==> src/rtl/fetch_pkg.sv <==
`default_nettype none
// ============================================================================
// Module   : fetch_pkg
// Purpose  : Shared widths, redirect kinds, LRLI opcode and FSM state codes
//            for the instruction-fetch sequencer.
// Revision : 1.0 - initial release
// ============================================================================
package fetch_pkg;

  localparam int c_PC_W    = 8;
  localparam int c_INSTR_W = 16;

  localparam logic [1:0] c_REDIR_JUMP = 2'd0;
  localparam logic [1:0] c_REDIR_CALL = 2'd1;
  localparam logic [1:0] c_REDIR_RET  = 2'd2;

  localparam logic [6:0] c_LRLI_OPC = 7'b1000010;

  typedef logic [1:0] fetch_state_t;

  localparam fetch_state_t c_ST_BOOT  = 2'd0;
  localparam fetch_state_t c_ST_RUN   = 2'd1;
  localparam fetch_state_t c_ST_EXT   = 2'd2;
  localparam fetch_state_t c_ST_FLUSH = 2'd3;

endpackage
`default_nettype wire

==> src/rtl/fetch_ras.sv <==
`default_nettype none
// ============================================================================
// Module   : fetch_ras
// Purpose  : Circular return-address LIFO; a push when full overwrites the
//            oldest entry, a pop when empty returns zero. err pulses on either.
// Revision : 1.0 - initial release
// ============================================================================
module fetch_ras #(
  parameter int DEPTH = 4,
  parameter int W     = 8
) (
  input  logic         clk,
  input  logic         rst_n,
  input  logic         push,
  input  logic         pop,
  input  logic [W-1:0] push_data,
  output logic [W-1:0] pop_data,
  output logic         full,
  output logic         empty,
  output logic         err
);

  localparam int c_PTR_W = (DEPTH > 1) ? $clog2(DEPTH) : 1;

  logic [W-1:0]       r_mem [DEPTH];
  logic [c_PTR_W-1:0] r_ptr;
  logic [c_PTR_W:0]   r_count;
  logic [c_PTR_W-1:0] w_top;

  assign w_top    = r_ptr - c_PTR_W'(1);
  assign full     = (r_count == (c_PTR_W + 1)'(DEPTH));
  assign empty    = (r_count == '0);
  assign pop_data = empty ? '0 : r_mem[w_top];
  assign err      = (push && full) || (pop && !push && empty);

  // When full, r_ptr already points at the oldest slot, so the write wraps onto it.
  always_ff @(posedge clk or negedge rst_n) begin
    if (!rst_n) begin
      r_ptr   <= '0;
      r_count <= '0;
    end else if (push) begin
      r_ptr <= r_ptr + c_PTR_W'(1);
      if (!full) begin
        r_count <= r_count + (c_PTR_W + 1)'(1);
      end
    end else if (pop && !empty) begin
      r_ptr   <= w_top;
      r_count <= r_count - (c_PTR_W + 1)'(1);
    end
  end

  always_ff @(posedge clk) begin
    if (push) begin
      r_mem[r_ptr] <= push_data;
    end
  end

endmodule
`default_nettype wire

==> src/rtl/fetch_sequencer.sv <==
`default_nettype none
// ============================================================================
// Module   : fetch_sequencer
// Purpose  : Owns the PC, fetches ROM words into a valid/ready holding stage,
//            tags LRLI literal words and applies execute redirects.
//            Return-address stack enabled by defining FETCH_RAS_EN.
// Revision : 1.0 - initial release
// ============================================================================
module fetch_sequencer
  import fetch_pkg::*;
#(
  parameter int PC_W      = c_PC_W,
  parameter int INSTR_W   = c_INSTR_W,
  parameter int RAS_DEPTH = 4
) (
  input  logic               clk,
  input  logic               rst_n,
  output logic [PC_W-1:0]    pc,
  input  logic [INSTR_W-1:0] rom_data,
  output logic [INSTR_W-1:0] instr,
  output logic [PC_W-1:0]    instr_pc,
  output logic               instr_ext,
  output logic               instr_valid,
  input  logic               instr_ready,
  input  logic               redir_valid,
  input  logic [1:0]         redir_kind,
  input  logic [PC_W-1:0]    redir_pc,
  input  logic [PC_W-1:0]    link_pc,
  output logic               ras_err
);

  fetch_state_t       r_state;
  logic [PC_W-1:0]    r_pc;
  logic [INSTR_W-1:0] r_instr;
  logic [PC_W-1:0]    r_ipc;
  logic               r_ext;
  logic               r_valid;

  logic               w_redir;
  logic               w_ld;
  logic               w_lrli;
  logic [PC_W-1:0]    w_target;

  assign w_redir = redir_valid && (r_state != c_ST_BOOT);
  assign w_ld    = (r_state != c_ST_BOOT) && (!r_valid || instr_ready) && !redir_valid;
  assign w_lrli  = (rom_data[INSTR_W-1 -: 7] == c_LRLI_OPC);

`ifdef FETCH_RAS_EN
  logic            w_push;
  logic            w_pop;
  logic [PC_W-1:0] w_ras_top;
  logic            w_ras_full;
  logic            w_ras_empty;
  logic            w_ras_err;
  logic            r_ras_err;
  logic            w_unused_ras;

  assign w_push = w_redir && (redir_kind == c_REDIR_CALL);
  assign w_pop  = w_redir && (redir_kind == c_REDIR_RET);

  fetch_ras #(
    .DEPTH (RAS_DEPTH),
    .W     (PC_W)
  ) u_ras (
    .clk       (clk),
    .rst_n     (rst_n),
    .push      (w_push),
    .pop       (w_pop),
    .push_data (link_pc),
    .pop_data  (w_ras_top),
    .full      (w_ras_full),
    .empty     (w_ras_empty),
    .err       (w_ras_err)
  );

  assign w_target     = w_pop ? w_ras_top : redir_pc;
  assign w_unused_ras = ^{w_ras_full, w_ras_empty};

  always_ff @(posedge clk or negedge rst_n) begin
    if (!rst_n) begin
      r_ras_err <= 1'b0;
    end else if (w_ras_err) begin
      r_ras_err <= 1'b1;
    end
  end

  assign ras_err = r_ras_err;
`else
  logic w_unused_cfg;

  assign w_unused_cfg = ^{redir_kind, link_pc, (RAS_DEPTH > 0)};
  assign w_target     = redir_pc;
  assign ras_err      = 1'b0;
`endif

  // Pending-ext is encoded as the EXT state; the literal word itself is never
  // inspected for the LRLI opcode.
  always_ff @(posedge clk or negedge rst_n) begin
    if (!rst_n) begin
      r_state <= c_ST_BOOT;
      r_pc    <= '0;
      r_instr <= '0;
      r_ipc   <= '0;
      r_ext   <= 1'b0;
      r_valid <= 1'b0;
    end else if (r_state == c_ST_BOOT) begin
      r_state <= c_ST_RUN;
    end else if (w_redir) begin
      r_pc    <= w_target;
      r_valid <= 1'b0;
      r_state <= c_ST_FLUSH;
    end else if (w_ld) begin
      r_instr <= rom_data;
      r_ipc   <= r_pc;
      r_valid <= 1'b1;
      r_pc    <= r_pc + PC_W'(1);
      r_ext   <= (r_state == c_ST_EXT);
      r_state <= ((r_state != c_ST_EXT) && w_lrli) ? c_ST_EXT : c_ST_RUN;
    end
  end

  assign pc          = r_pc;
  assign instr       = r_instr;
  assign instr_pc    = r_ipc;
  assign instr_ext   = r_ext;
  assign instr_valid = r_valid;

endmodule
`default_nettype wire
==> config.mk <==
export PLATFORM = sky130hd
export DESIGN_NAME = fetch_sequencer
export DESIGN_NICKNAME = d
export VERILOG_FILES = /design/src/rtl/fetch_pkg.sv /design/src/rtl/fetch_ras.sv /design/src/rtl/fetch_sequencer.sv
export SDC_FILE = /design/constraint.sdc
export NUM_CORES = 1
export LEC_CHECK = 0
export ABC_AREA = 1
export CAP_MARGIN = 20
export CELL_PAD_IN_SITES_DETAIL_PLACEMENT = 1
export CELL_PAD_IN_SITES_GLOBAL_PLACEMENT = 1
export CORE_MARGIN = 10
export CORE_UTILIZATION = 30
export DETAILED_ROUTE_END_ITERATION = 16
export HOLD_SLACK_MARGIN = 0.06
export PLACE_DENSITY = 0.82
export SLEW_MARGIN = 20
export SYNTH_ARGS = -nofsm -noshare
export SYNTH_HDL_FRONTEND = slang
export SYNTH_SLANG_ARGS = --single-unit
==> constraint.sdc <==
create_clock -name clk -period 1.6 [get_ports clk]
set_input_delay 0.32 -clock clk [delete_from_list [all_inputs] [get_ports clk]]
set_output_delay 0.32 -clock clk [all_outputs]
set_load 0.02 [all_outputs]
==> impl_metrics.json <==
{
  "status": "complete, no violations",
  "synthCells": 213,
  "finish.net_count": 323,
  "die_w_microns": 96.0,
  "top_layer": "met4",
  "critical_path_required_ps": 1280,
  "drive_above_1_share": 0.137,
  "path_buf_inv": 1,
  "fin_tns_setup_ps": 0,
  "gp_congestion": 0.759,
  "synthTopCellsByArea": "dfrtp_1 52%, nand2_1 19%, o21ai_2 7.1%, nor2_1 3.9%, inv_1 3.7%",
  "slowest_stage": "clkdlybuf4s50_1",
  "core-area_sq_um": 5570,
  "dr_total_vias": 1619,
  "die_area_sq_um": 9220,
  "path_delay_family": "buffers and inverters",
  "vdd_drop_max_mv": 0.509,
  "r2r_slack_ps": 240,
  "cp_slowest_stage_delay_ps": 610,
  "grt_usage": 0.118,
  "dr_wl_met3_microns": 222,
  "route.met2.wl_mm": 2.59,
  "wire_per_inst_microns": 14.7,
  "fin_crit_sh": 0.974,
  "ios": 73,
  "min_from": "instr[15]",
  "reg2reg_from": "pc[0]",
  "finClkSkew_ps": 8.33,
  "syn-num-nets": 252,
  "grt_pass1_wl_mm": 8.56,
  "synth_cell_types": 21,
  "die_h_microns": 96.0,
  "power_density_nw_per_um2": 1020,
  "whs_endpoint": "instr[15]",
  "grt_pass1_vias": 1729,
  "hold_path.class": "flip-flop to flip-flop",
  "synth-seq-cells": 36,
  "port_buffers": 61,
  "firstDrtPassIters": 4,
  "fp-row-count": 27,
  "yosys.area.top_type_share": 0.519,
  "worstSetupStartpointType": "flip-flop",
  "clockBufferDepth": 2,
  "maxCapViolCount": 0,
  "cts_tree": "done",
  "syn_area_per_cell_sq_um": 8.14,
  "r2r-end": "pc[2]",
  "synthesis.area_sq_um": 1730,
  "overflow": 0,
  "numClockSinks": 36,
  "worstPathArrival_ps": 1240,
  "numCtsBuffers": 5,
  "min_path_cells": 2,
  "antenna_found_initial": 0,
  "start_util": 0.311,
  "syn_to_final_growth_pct": 51.2,
  "hold_viol": 0,
  "met1_length_mm": 2.31,
  "drtIter0Drc": 53,
  "period_needed_ps": 1560,
  "rsz0062_at_grt": "no",
  "clk_pin_slew_ps": 80,
  "leakagePower_nw": 1.48,
  "viasPerCell": 4.54,
  "report.final.slew_viol_count": 0,
  "drcViolationCount": 0,
  "insertion_delay_ps": 290,
  "yosysWarnings": 0,
  "grt_max_degree": 22,
  "end_kind": "output pin",
  "fmax_ghz": 0.642,
  "seq_area_frac_synth": 0.519,
  "htreeDepth": 2,
  "hold_ws_ps": 472,
  "reg2reg_depth": 6,
  "critical_path_class": "flip-flop to output pin",
  "dp_hpwl_mm": 4.09,
  "antennaDiodeCount": 0,
  "wl_mm": 5.24,
  "setup_viol": 0,
  "synth_top_cell_by_area": "dfrtp_1",
  "crit_chain": "clkdlybuf4s50_1",
  "ant_nets": 0,
  "crit_path_max_fanout": 2,
  "clk_root_buffer_cell": "clkbuf_8"
}
## kinds of logic (layout without fill, tap and decap cells)
group                    count (synthesis)  after routing  synth area share
adder cells (fa/ha/maj)                  1              1           0.00721
AND/OR/NAND/NOR                        127            127             0.304
other                                    1              1           0.00216
flip-flops                              36             36             0.519
AO/OA/AOI/OAI                           22             22            0.0938
buffers and inverters                   26             98            0.0736
## placed cells by master (no fill, tap or decap), types with 2 or more instances in the layout
cell	n
nand2_2	2
dfrtp_1	36
nand2_1	89
inv_2	2
clkbuf_8	5
nand3_1	12
clkdlybuf4s50_1	27
o21ai_2	14
buf_4	6
inv_1	17
o21ai_0	7
dlymetal6s2s_1	18
buf_12	3
dlygate4sd2_1	15
nor2_1	18
## report_power, final
| part | internal (mW) | total [mW] | switching (mW) |
|---|---|---|---|
| combinational | 0.330 | 0.763 | 0.432 |
| sequential | 1.02 | 1.10 | 0.0805 |
| clock | 0.463 | 0.795 | 0.332 |
## registers in the layout, summed over array words and instances, names as in the netlist
signal / count
instr_ext: 1
pc: 8
instr_valid: 1
instr_pc: 8
instr: 16
r_state: 2
## layout make-up
cell class | count | area (sq um)
flip-flops and latches | 36 | 901
inverters | 19 | 71.3
well taps | 72 | 90.1
fillers | 699 | 2950
clock inverters | 2 | 35.0
multi-input cells | 151 | 706
repair buffers | 71 | 747
clock buffers | 6 | 72.6
## synthesized netlist by cell type, drive strengths merged
master / number
conb: 1
buf: 7
nand3: 12
dfrtp: 36
nor3: 1
or2: 2
nand2: 91
o21ai: 21
nor2: 20
inv: 19
a21oi: 1
nand4: 1
ha: 1
## stage by stage
step	worst slack, ps	util	cells	cell area (sq um)	total power, mW
floorplan	264	-	213	1730	1.51
global placement	-11.2	0.445	348	2480	1.92
detailed placement	-48.3	0.445	348	2480	1.95
CTS	1.41	0.462	357	2580	2.71
global route	4.18	0.470	357	2620	2.84
finish	42.3	0.470	357	2620	2.66
## routing by layer
layer / global-route usage / up-vias
met5: 0 / -
met4: 0.0504 / 0
met3: 0.0327 / 10
met2: 0.195 / 35
met1: 0.142 / 777
li1: - / 797
## worst max path at each step
stage                     end         from  slack, ps  cells past startpoint
finish               instr[8]     instr[8]         40                      1
global route         instr[8]     instr[8]          4                      1
CTS                 instr[15]    instr[15]          1                      1
detailed placement      pc[1]  redir_valid        -50                      7
global placement        pc[0]  redir_valid        -10                      6
floorplan               pc[2]        pc[0]        260                      6
## timing repair
action / in CTS / in global routing
setup endpoints to repair: 15 / 18
resized for setup: 15 / 18
setup buffers: 0 / 0
pin swaps: 0 / 0
endpoints found under the hold margin: 15 / 0
hold buffers: 1 / 0
Note: power is estimated with default switching activity, not from simulation.
